File: src/rtl/kbd_pkg.sv
// PS/2 scan-set-2 constants, prefix FSM states and keymap entry type for the BK keyboard decoder.
// Pure declarations: no latency, no flow control.
package kbd_pkg;
    localparam logic [7:0] PS2_E0    = 8'hE0;
    localparam logic [7:0] PS2_F0    = 8'hF0;
    localparam logic [7:0] PS2_E1    = 8'hE1;
    localparam logic [7:0] SC_LSHIFT = 8'h12;
    localparam logic [7:0] SC_RSHIFT = 8'h59;
    localparam logic [7:0] SC_F12    = 8'h07;

    localparam logic [7:0] RPL_BAT   = 8'hAA;
    localparam logic [7:0] RPL_ACK   = 8'hFA;
    localparam logic [7:0] RPL_ECHO  = 8'hEE;
    localparam logic [7:0] RPL_RSND  = 8'hFE;
    localparam logic [7:0] RPL_ERR0  = 8'h00;
    localparam logic [7:0] RPL_ERR1  = 8'hFF;

    // Bytes following E1 in the Pause make sequence.
    localparam logic [2:0] PAUSE_SKIP = 3'd7;

    typedef enum logic [2:0] {
        ST_IDLE,
        ST_EXT,
        ST_BRK,
        ST_EXT_BRK,
        ST_PAUSE
    } kbd_state_t;

    typedef struct packed {
        logic       ar2;
        logic [6:0] code;
    } kbd_entry_t;

    function automatic logic is_reply(input logic [7:0] b);
        return (b == RPL_BAT) || (b == RPL_ACK) || (b == RPL_ECHO) ||
               (b == RPL_RSND) || (b == RPL_ERR0) || (b == RPL_ERR1);
    endfunction
endpackage

File: src/rtl/kbd_keymap.sv
// Combinational scan-code to BK key-code table; all-zero entry means untranslatable.
// Zero latency, no flow control.
module kbd_keymap
    import kbd_pkg::*;
(
    input  logic       shift,
    input  logic       e0,
    input  logic [7:0] code,
    output kbd_entry_t entry
);
    function automatic kbd_entry_t pick(input logic s, input logic [6:0] lo, input logic [6:0] hi);
        kbd_entry_t r;
        r.ar2  = 1'b0;
        r.code = s ? hi : lo;
        return r;
    endfunction

    function automatic kbd_entry_t fkey(input logic [6:0] c);
        kbd_entry_t r;
        r.ar2  = 1'b1;
        r.code = c;
        return r;
    endfunction

    always_comb begin
        entry = '0;
        if (e0) begin
            case (code)
                8'h6B: entry = pick(1'b0, 7'h08, 7'h08);
                8'h74: entry = pick(1'b0, 7'h19, 7'h19);
                8'h75: entry = pick(1'b0, 7'h1A, 7'h1A);
                8'h72: entry = pick(1'b0, 7'h1B, 7'h1B);
                8'h5A: entry = pick(1'b0, 7'h0A, 7'h0A);
                8'h14: entry = pick(1'b0, 7'h0E, 7'h0E);
                8'h11: entry = pick(1'b0, 7'h0F, 7'h0F);
                default: entry = '0;
            endcase
        end else begin
            case (code)
                8'h1C: entry = pick(shift, 7'h61, 7'h41);
                8'h32: entry = pick(shift, 7'h62, 7'h42);
                8'h21: entry = pick(shift, 7'h63, 7'h43);
                8'h23: entry = pick(shift, 7'h64, 7'h44);
                8'h24: entry = pick(shift, 7'h65, 7'h45);
                8'h2B: entry = pick(shift, 7'h66, 7'h46);
                8'h34: entry = pick(shift, 7'h67, 7'h47);
                8'h33: entry = pick(shift, 7'h68, 7'h48);
                8'h43: entry = pick(shift, 7'h69, 7'h49);
                8'h3B: entry = pick(shift, 7'h6A, 7'h4A);
                8'h42: entry = pick(shift, 7'h6B, 7'h4B);
                8'h4B: entry = pick(shift, 7'h6C, 7'h4C);
                8'h3A: entry = pick(shift, 7'h6D, 7'h4D);
                8'h31: entry = pick(shift, 7'h6E, 7'h4E);
                8'h44: entry = pick(shift, 7'h6F, 7'h4F);
                8'h4D: entry = pick(shift, 7'h70, 7'h50);
                8'h15: entry = pick(shift, 7'h71, 7'h51);
                8'h2D: entry = pick(shift, 7'h72, 7'h52);
                8'h1B: entry = pick(shift, 7'h73, 7'h53);
                8'h2C: entry = pick(shift, 7'h74, 7'h54);
                8'h3C: entry = pick(shift, 7'h75, 7'h55);
                8'h2A: entry = pick(shift, 7'h76, 7'h56);
                8'h1D: entry = pick(shift, 7'h77, 7'h57);
                8'h22: entry = pick(shift, 7'h78, 7'h58);
                8'h35: entry = pick(shift, 7'h79, 7'h59);
                8'h1A: entry = pick(shift, 7'h7A, 7'h5A);
                8'h16: entry = pick(shift, 7'h31, 7'h21);
                8'h1E: entry = pick(shift, 7'h32, 7'h40);
                8'h26: entry = pick(shift, 7'h33, 7'h23);
                8'h25: entry = pick(shift, 7'h34, 7'h24);
                8'h2E: entry = pick(shift, 7'h35, 7'h25);
                8'h36: entry = pick(shift, 7'h36, 7'h5E);
                8'h3D: entry = pick(shift, 7'h37, 7'h26);
                8'h3E: entry = pick(shift, 7'h38, 7'h2A);
                8'h46: entry = pick(shift, 7'h39, 7'h28);
                8'h45: entry = pick(shift, 7'h30, 7'h29);
                8'h4E: entry = pick(shift, 7'h2D, 7'h5F);
                8'h55: entry = pick(shift, 7'h3D, 7'h2B);
                8'h54: entry = pick(shift, 7'h5B, 7'h7B);
                8'h5B: entry = pick(shift, 7'h5D, 7'h7D);
                8'h4C: entry = pick(shift, 7'h3B, 7'h3A);
                8'h52: entry = pick(shift, 7'h27, 7'h22);
                8'h41: entry = pick(shift, 7'h2C, 7'h3C);
                8'h49: entry = pick(shift, 7'h2E, 7'h3E);
                8'h4A: entry = pick(shift, 7'h2F, 7'h3F);
                8'h0E: entry = pick(shift, 7'h60, 7'h7E);
                8'h5D: entry = pick(shift, 7'h5C, 7'h7C);
                8'h29: entry = pick(1'b0, 7'h20, 7'h20);
                8'h0D: entry = pick(1'b0, 7'h09, 7'h09);
                8'h5A: entry = pick(1'b0, 7'h0A, 7'h0A);
                8'h76: entry = pick(1'b0, 7'h03, 7'h03);
                8'h66: entry = pick(1'b0, 7'h18, 7'h18);
                8'h05: entry = fkey(7'h01);
                8'h06: entry = fkey(7'h02);
                8'h04: entry = fkey(7'h03);
                8'h0C: entry = fkey(7'h04);
                8'h03: entry = fkey(7'h05);
                8'h0B: entry = fkey(7'h06);
                8'h83: entry = fkey(7'h07);
                8'h0A: entry = fkey(7'h08);
                8'h01: entry = fkey(7'h09);
                default: entry = '0;
            endcase
        end
    end
endmodule

File: src/rtl/kbd_scan_decoder.sv
// PS/2 scan-set-2 decoder producing BK key codes with autorepeat into a FWFT queue.
// key_valid rises one cycle after a push; full queue drops new entries and pulses overflow.
module kbd_scan_decoder
    import kbd_pkg::*;
#(
    parameter int CLK_HZ          = 50000000,
    parameter int FIFO_DEPTH      = 8,
    parameter int REPEAT_DELAY_MS = 500,
    parameter int REPEAT_RATE_MS  = 50
) (
    input  logic       clk_sys,
    input  logic       reset,
    input  logic       ps2_valid,
    input  logic [7:0] ps2_byte,
    output logic       key_valid,
    output logic [6:0] key_code,
    output logic       key_ar2,
    input  logic       key_ready,
    output logic       key_down,
    output logic       stop_key,
    output logic       overflow
);
    localparam int TICK_CYC = CLK_HZ / 1000;
    localparam int PW       = (TICK_CYC > 1) ? $clog2(TICK_CYC) : 1;
    localparam int MAX_MS   = (REPEAT_DELAY_MS > REPEAT_RATE_MS) ? REPEAT_DELAY_MS : REPEAT_RATE_MS;
    localparam int TW       = $clog2(MAX_MS + 1);
    localparam int AW       = $clog2(FIFO_DEPTH);

    kbd_state_t  state;
    logic [2:0]  skip;
    logic        shift_l, shift_r;
    logic [8:0]  held;
    logic        tmr_run;
    logic [TW-1:0] tmr_ms;
    logic [PW-1:0] pre_cnt;
    kbd_entry_t  mem [FIFO_DEPTH];
    logic [AW-1:0] wr_ptr, rd_ptr;
    logic [AW:0]   count;

    logic ev, ev_e0, ev_brk, is_shift_key, is_f12, held_hit, held_rel;
    logic ev_push, rep_fire, tick, push_req, do_push, do_pop, full, shift;
    kbd_entry_t ev_map, rep_map, push_dat, head;

    assign shift = shift_l | shift_r;

    kbd_keymap u_ev_map  (.shift(shift), .e0(ev_e0),   .code(ps2_byte),  .entry(ev_map));
    kbd_keymap u_rep_map (.shift(shift), .e0(held[8]), .code(held[7:0]), .entry(rep_map));

    always_comb begin
        ev     = 1'b0;
        ev_e0  = (state == ST_EXT) || (state == ST_EXT_BRK);
        ev_brk = (state == ST_BRK) || (state == ST_EXT_BRK);
        if (ps2_valid) begin
            case (state)
                ST_IDLE: ev = (ps2_byte != PS2_E0) && (ps2_byte != PS2_F0) &&
                              (ps2_byte != PS2_E1) && !is_reply(ps2_byte);
                ST_EXT:  ev = (ps2_byte != PS2_F0);
                ST_BRK, ST_EXT_BRK: ev = 1'b1;
                default: ev = 1'b0;
            endcase
        end
    end

    assign is_shift_key = !ev_e0 && ((ps2_byte == SC_LSHIFT) || (ps2_byte == SC_RSHIFT));
    assign is_f12       = !ev_e0 && (ps2_byte == SC_F12);
    assign held_hit     = key_down && ({ev_e0, ps2_byte} == held);
    assign ev_push      = ev && !ev_brk && !is_shift_key && !is_f12 && (ev_map != '0) && !held_hit;
    assign held_rel     = ev && ev_brk && held_hit;
    assign tick         = (pre_cnt == PW'(TICK_CYC - 1));
    // Releasing the held key in the expiry cycle cancels that repeat.
    assign rep_fire     = tmr_run && tick && (tmr_ms == TW'(1)) && !held_rel;
    assign push_req     = ev_push || rep_fire;
    assign push_dat     = ev_push ? ev_map : rep_map;

    assign key_valid = (count != '0);
    assign full      = (count == (AW+1)'(FIFO_DEPTH));
    assign do_pop    = key_valid && key_ready;
    assign do_push   = push_req && (!full || do_pop);
    assign head      = mem[rd_ptr];
    assign key_code  = key_valid ? head.code : '0;
    assign key_ar2   = key_valid ? head.ar2  : 1'b0;

    always_ff @(posedge clk_sys) begin
        if (do_push) mem[wr_ptr] <= push_dat;
    end

    always_ff @(posedge clk_sys) begin
        if (reset) begin
            state    <= ST_IDLE;
            skip     <= '0;
            shift_l  <= 1'b0;
            shift_r  <= 1'b0;
            held     <= '0;
            key_down <= 1'b0;
            tmr_run  <= 1'b0;
            tmr_ms   <= '0;
            pre_cnt  <= '0;
            wr_ptr   <= '0;
            rd_ptr   <= '0;
            count    <= '0;
            stop_key <= 1'b0;
            overflow <= 1'b0;
        end else begin
            stop_key <= ev && !ev_brk && is_f12;
            overflow <= push_req && full && !do_pop;

            if (ps2_valid) begin
                case (state)
                    ST_IDLE: begin
                        if (ps2_byte == PS2_E0) state <= ST_EXT;
                        else if (ps2_byte == PS2_F0) state <= ST_BRK;
                        else if (ps2_byte == PS2_E1) begin
                            state <= ST_PAUSE;
                            skip  <= PAUSE_SKIP;
                        end
                    end
                    ST_EXT:  state <= (ps2_byte == PS2_F0) ? ST_EXT_BRK : ST_IDLE;
                    ST_PAUSE: begin
                        if (skip == 3'd1) state <= ST_IDLE;
                        skip <= skip - 3'd1;
                    end
                    default: state <= ST_IDLE;
                endcase
            end

            if (ev && is_shift_key) begin
                if (ps2_byte == SC_LSHIFT) shift_l <= !ev_brk;
                else                       shift_r <= !ev_brk;
            end

            if (tmr_run) pre_cnt <= tick ? '0 : pre_cnt + 1'b1;
            if (ev_push) begin
                held     <= {ev_e0, ps2_byte};
                key_down <= 1'b1;
                tmr_run  <= 1'b1;
                tmr_ms   <= TW'(REPEAT_DELAY_MS);
                pre_cnt  <= '0;
            end else if (held_rel) begin
                key_down <= 1'b0;
                tmr_run  <= 1'b0;
            end else if (tmr_run && tick) begin
                tmr_ms <= (tmr_ms == TW'(1)) ? TW'(REPEAT_RATE_MS) : tmr_ms - 1'b1;
            end

            if (do_push) wr_ptr <= wr_ptr + 1'b1;
            if (do_pop)  rd_ptr <= rd_ptr + 1'b1;
            case ({do_push, do_pop})
                2'b10:   count <= count + 1'b1;
                2'b01:   count <= count - 1'b1;
                default: count <= count;
            endcase
        end
    end
endmodule

File: config.mk
export PLATFORM = sky130hd
export DESIGN_NAME = kbd_scan_decoder
export DESIGN_NICKNAME = d
export VERILOG_FILES = /design/src/rtl/kbd_pkg.sv /design/src/rtl/kbd_keymap.sv /design/src/rtl/kbd_scan_decoder.sv
export SDC_FILE = /design/constraint.sdc
export NUM_CORES = 1
export LEC_CHECK = 0
export ABC_AREA = 1
export CORE_MARGIN = 2
export CORE_UTILIZATION = 30
export CTS_CLUSTER_DIAMETER = 30
export DETAILED_ROUTE_END_ITERATION = 6
export GPL_TIMING_DRIVEN = 1
export PLACE_DENSITY = 0.45
export SYNTH_ARGS = -nofsm -noshare
export SYNTH_HDL_FRONTEND = slang
export SYNTH_SLANG_ARGS = --single-unit
File: constraint.sdc
create_clock -name clk_sys -period 5 [get_ports clk_sys]
set_input_delay 1 -clock clk_sys [delete_from_list [all_inputs] [get_ports clk_sys]]
set_output_delay 1 -clock clk_sys [all_outputs]
set_load 0.005 [all_outputs]
Word level (Yosys, flattened, before mapping)

Memories as Yosys holds them, arrays and structs flattened. A register that Yosys moved wholly into a read port is not among the register bits.
Index checks and enable logic that the tools add are counted.

Bitwise operators: 3
Divide/modulo/power cells: 0
Reduce and logical (&&, ||, !) cells: 57
Magnitude comparators: 0
Eq/ne operators: 165
Mux-type cells: 80
Add/subtract/negate cells: 7
Shift-type cells: 0
Multiply operators: 0

Operator list:

| kind                  | count |
|---|---|
| $pmux 8 s61           | 2 |
| $eq 8x7->1 const B    | 49 |
| $eq 8x6->1 const B    | 46 |
| $mux 6                | 29 |
| $eq 8x5->1 const B    | 19 |
| $eq 8x4->1 const B    | 10 |
| $eq 8x8->1 const B    | 10 |
| $pmux 5 s7            | 2 |
| $mux 5                | 13 |
| $eq 8x3->1 const B    | 7 |
| $mux 9                | 4 |
| $mux 3                | 10 |
| $mux 7                | 4 |
| $mux 8                | 3 |
| $ne 8x8->1 const B    | 3 |
| $logic_and 1x1->1     | 22 |
| $add 16x1->16 const B | 1 |
| $eq 16x16->1 const B  | 1 |
| $eq 8x1->1 const B    | 2 |
| $eq 8x2->1 const B    | 2 |
| $mux 16               | 1 |
| $logic_or 1x1->1      | 10 |
| $eq 9x1->1 const B    | 1 |
| $eq 9x9->1            | 1 |
| other kinds (32)      | 60 |

Flip-flop bits (word level): 55
Input bits: 12
Bits in read-only memories: 0
Memories kept: 1
Logic and storage cells: 327
Latch bits: 0
RAM bits: 64

Memory list:

| name | depth | width | read ports | clocked after memory_dff | wr ports | line                   | text |
|---|---|---|---|---|---|---|---|
| mem  | 8     | 8     | 1          | 1                        | 1        | kbd_scan_decoder.sv:36 | `kbd_entry_t mem [FIFO_DEPTH];` |

Longest topological paths before layout

Word-level depth: 19
Gate-level depth with buffers: 30
Mapped depth without buffers: 28

Cells and area by module

From an unflattened synthesis, not the netlist that was laid out.

Cell total of the unflattened synthesis: 1383
Area total of the unflattened synthesis: 8727.1 um^2

By module, submodules not included:

| module           | area an instance (um^2) | cells each | times used | seq. area each (um^2) |
|---|---|---|---|---|
| kbd_scan_decoder | 6077.1                  | 745        | 1          | 3083.0 |
| kbd_keymap       | 1325.0                  | 319        | 2          | 0.0 |

Least setup slack after synthesis

No wires, ideal clock.

Kind: input to register
Start point: input port ps2_byte[4]
End point: register count[3]
Buffers on the path: 2
Slack: 1.410 ns
Stages on the path: 27
Library setup time: 0.115 ns
Arrival time: 3.475 ns
Cell sequence: buf_2 inv_1 nand2_2 nor2_4 buf_6 nand2_1 nand2_1 nor2_1 nand2_1 nor2_1 nand3_1 a21oi_1 nand2_1 nor2_1 nand2_1 nand2_4 nand3_2 inv_1 ha_1 nand2_1 nand2_1 a31oi_1 nand4_1 nand2_1 nand3_1 nand2_1 nor2_1

Cells in the longest elaborated chain, start to end: 19

RTL lines:

| element                                                | line                    | text |
|---|---|---|
| start, declared                                        | kbd_scan_decoder.sv:14  | `input logic [7:0] ps2_byte,` |
| $eq 8x8->1                                             | kbd_pkg.sv:35           | `return (b == RPL_BAT) \|\| (b == RPL_ACK) \|\| (b == RPL_ECHO) \|\|` |
| $logic_or 1x1->1 (3 in a row)                          | kbd_pkg.sv:35           |  |
| $logic_or 1x1->1 (2 in a row)                          | kbd_pkg.sv:36           | `(b == RPL_RSND) \|\| (b == RPL_ERR0) \|\| (b == RPL_ERR1);` |
| $logic_not 1->1                                        | kbd_scan_decoder.sv:56  | `(ps2_byte != PS2_E1) && !is_reply(ps2_byte);` |
| $logic_and 1x1->1                                      | kbd_scan_decoder.sv:56  |  |
| $pmux 1 s3                                             | kbd_scan_decoder.sv:54  | `case (state)` |
| $mux 1                                                 | kbd_scan_decoder.sv:53  | `if (ps2_valid) begin` |
| $logic_and 1x1->1 (5 in a row)                         | kbd_scan_decoder.sv:67  | `assign ev_push = ev && !ev_brk && !is_shift_key && !is_f12 && (ev_map != '0) && !held_hit;` |
| $logic_or 1x1->1 (*)                                   | kbd_scan_decoder.sv:72  | `assign push_req = ev_push \|\| rep_fire;` |
| $logic_and 1x1->1 (*)                                  | kbd_scan_decoder.sv:78  | `assign do_push = push_req && (!full \|\| do_pop);` |
| $eq 2x1->1 / $eq 2x2->1 (equally long branches)        | kbd_scan_decoder.sv:147 | `case ({do_push, do_pop})` |
| $pmux 4 s2 / $reduce_bool 2->1 (equally long branches) | --                      |  |
| end signal, assigned                                   | kbd_scan_decoder.sv:148 | `2'b10: count <= count + 1'b1;` |
| end signal, assigned                                   | kbd_scan_decoder.sv:149 | `2'b01: count <= count - 1'b1;` |
| end signal, assigned                                   | kbd_scan_decoder.sv:150 | `default: count <= count;` |
| end, declared                                          | kbd_scan_decoder.sv:38  | `logic [AW:0] count;` |

Every way passes the cells marked *; elsewhere a longest branch is shown, timed or not.
A chain may end at the register's enable or synchronous reset.

Worst setup path in the final report

Start point: input port ps2_byte[5]
End point: register count[3]

The elaborated chain is that of the path after synthesis.

==> results.md <==
- Sequential cell area: 3080 sq um
- Synth area leaders: edfxtp_1 (24%), dfxtp_1 (14%), nand2_1 (12%)
- Final WL: 26400 microns
- Ys async rst share: 0
- Syn Nets: 1230
- Sequential fraction of the synthesis area: 0.380
- Setup violators final: 0
- Avg Inst Size Synth: 6.72 sq um
- Floorplan core area: 26700 sq um
- CP Cell Sequence: clkdlybuf4s50_1, inv_2, nand2_2, nor2_1, o21ai_0, nand3_1, nor2_1, nand3_1, a21oi_1, nand2_1, nor2_1, nand2_1, nand2_4, nand3_2, inv_1, ha_1, nand2_1, nand2_1, a31oi_1, nand4_1, nand2_1, nand3_1, nand2_1, nor2_1
- Reg clk slew, reported paths: 60 ps
- RSZ-0062 raised after global routing: no
- Synthesized area: 8120 sq um
- Pleak: 4.04 nW
- Global-route wire length before repair: 42500 microns
- Slowest CP cell: clkdlybuf4s50_1
- Worst hold path type: flip-flop to flip-flop
- Post-place setup slack: 27.8 ps
- Layout cells sized above 1: 0.0799
- Max Slew Vio Count: 0
- VDD IR max: 0.190 mV
- GRT Residual Overflow: 0
- Crit path from: ps2_byte[5]
- Post-synth EDFFs: 64
- Critical path launch point type: input pin
- Util after Layout: 0.355
- Fmax: 220 MHz
- Yosys top cell by area: edfxtp_1
- Setup bufs post-CTS: 0
- CTS tree: built
- Vias in the first global route: 8000
- Pwr Total: 0.00374 W
- Critical path type: input pin to flip-flop
- Arr. time, crit path: 4870 ps
- Sink Count: 122
- Least-Margin Pin Slew: 1100 ps
- Most common cell after layout, fill and taps aside: nand2_1
- Initial Util: 0.304
- Rel. slew slack: 0.257
- Final hold violations: 0
- Initial antenna violation count: 0
- I/O pin count: 24
- Detailed Place HPWL: 19900 microns
- DR DRC count: 0
- Yosys warns: 0
- # resized after CTS: 0
- Post-CTS Hold Fix Bufs: 0
- Max-cap violations: 0
- Post-synthesis register bit count: 122
- TritonCTS buffer count: 17
- Final period util: 0.911
- Yosys cell types: 52
- Critical Path Max Stage Delay: 640 ps
- Worst R2R Start: held[7]$_SDFFE_PP0P_
- Multi-input gate area: 4400 sq um
- Post-DRT Antenna Nets: 0
- Most frequent CP cell: nand2_1
- Final worst slack: 444 ps
- Commonest cells after routing, fill and taps aside: nand2_1 (252), nor2_1 (248), inv_1 (129), o21ai_0 (100), nand3_1 (70)
- CP top delay family: simple AND/OR/NAND/NOR gates
- Core Rows: 60
- Top cell type's share of synthesized area: 0.237
- Clk_lat worst skew: 420 ps
- Diodes inserted: 0
- Htree depth: 4
- Total number of vias: 8268
- Area Overhead vs Synth: 17.0%
- CTS root buffer: clkbuf_16
- GRT Total Usage: 0.189
- Die W: 168 microns
- Layout Nets: 1273
- Fin cells: 1605
- CP bufs+invs: 3
- Sum Neg Setup Slack: 0 ps
- Pwr Density: 394 nW/um^2
- Die area: 28400 sq um
- Drt first pass iters: 7
- Port Buffers: 23
- Routed WL per cell: 16.4 microns
- Setup crit end kind: flip-flop
- Filler cells: 2876
- Largest net degree at the start of global routing: 34
- Clock Path Buffers: 2
- Layout Skew: 8.43 ps
- Period minus WS final: 4560 ps
- Die Ht: 168 microns
- Most used DFF post-synth: edfxtp_1
- DR iter-0 viols: 782
- Min-delay src: rd_ptr[2]$_SDFFE_PP0P_
- Cell count after placement: 1573
- Count of mapped cells out of synthesis: 1208
- Run status: finished clean
- Vias/cell: 5.15
- Worst EP required: 5310 ps
- CP max FO: 13
- Final GP Congestion: 0.895
[worst register-to-register path, stage by stage, from the launching register on]
cell      delay (ps)
dfxtp_1          420
inv_1            130
nand2_1          190
inv_1             60
nand3_1          310
inv_1            180
nand2_1          130
o21ai_0          150
nor2_1           210
nand4_1          110
nor4_1           250
nand2_1          170
a211oi_1         350
nor2_1            70
nand2_1           60
o21ai_0          360
[power by group]
part | switching [W] | internal, W
sequential | 0.0000690 | 0.00119
clock | 0.000511 | 0.000804
combinational | 0.000759 | 0.000411
[worst paths after layout]
check,to,slack (ps),depth (start not counted)
setup / recovery,count[3]$_SDFFE_PP0P_,440,24
hold / removal,flip-flop,470,2
setup reg to reg,mem[6][5]$_DFFE_PP_,1450,15
hold reg to reg,flip-flop,470,2
[cell usage after synthesis, types with 3 or more instances]
master,instances
a211oi_1,5
a211oi_2,4
a21oi_1,61
a31oi_1,10
buf_2,5
clkbuf_1,20
dfxtp_1,58
edfxtp_1,64
ha_1,9
inv_1,129
inv_2,9
nand2_1,252
nand2_2,5
nand3_1,70
nand3b_1,4
nand4_1,26
nor2_1,248
nor2_2,10
nor3_1,33
nor4_1,16
o2111ai_1,3
o211ai_1,7
o21ai_0,100
o22ai_1,12
or2_2,3
xnor2_1,5
xor2_1,9
[per-stage QoR]
step	hold slack, ps	instance area (sq um)
5_1_grt	501	9500
3_3_place_gp	461	8870
2_1_floorplan	433	8120
6_report	471	9500
3_5_place_dp	467	8870
4_1_cts	475	9500
[layer usage]
metal / GRT usage / share of wire / wire, microns / up-vias
met5: 0 / 0 / 0 / -
met4: 0.0772 / 0.030 / 779 / 0
met3: 0.0309 / 0.042 / 1110 / 62
met2: 0.305 / 0.46 / 12100 / 243
met1: 0.253 / 0.47 / 12400 / 3819
li1: - / - / - / 4144
[area by class of cell]
cell class / count / share of cell area
multi-input cells: 920 / 0.463
flip-flops and latches: 122 / 0.325
inverters: 139 / 0.0549
repair buffers: 51 / 0.0464
well taps: 341 / 0.0449
clock buffers: 17 / 0.0448
clock inverters: 15 / 0.0211
[logic make-up (layout without fill, tap and decap cells)]
group                    count (synthesis)  in the layout  share of synthesized area
AO/OA/AOI/OAI                          216            216                      0.151
XOR/XNOR                                14             14                     0.0151
adder cells (fa/ha/maj)                 10             10                     0.0163
buffers and inverters                  166            222                     0.0784
flip-flops                             122            122                      0.380
AND/OR/NAND/NOR                        680            680                      0.359
[registers in the layout (all words and copies together), names as in the netlist, 3 cells and up, named ones only]
register,cells
held,9
count,4
rd_ptr,3
wr_ptr,3
pre_cnt,16
mem,64
tmr_ms,9
skip,3
state,3
Note: power is estimated with default switching activity, not from simulation.
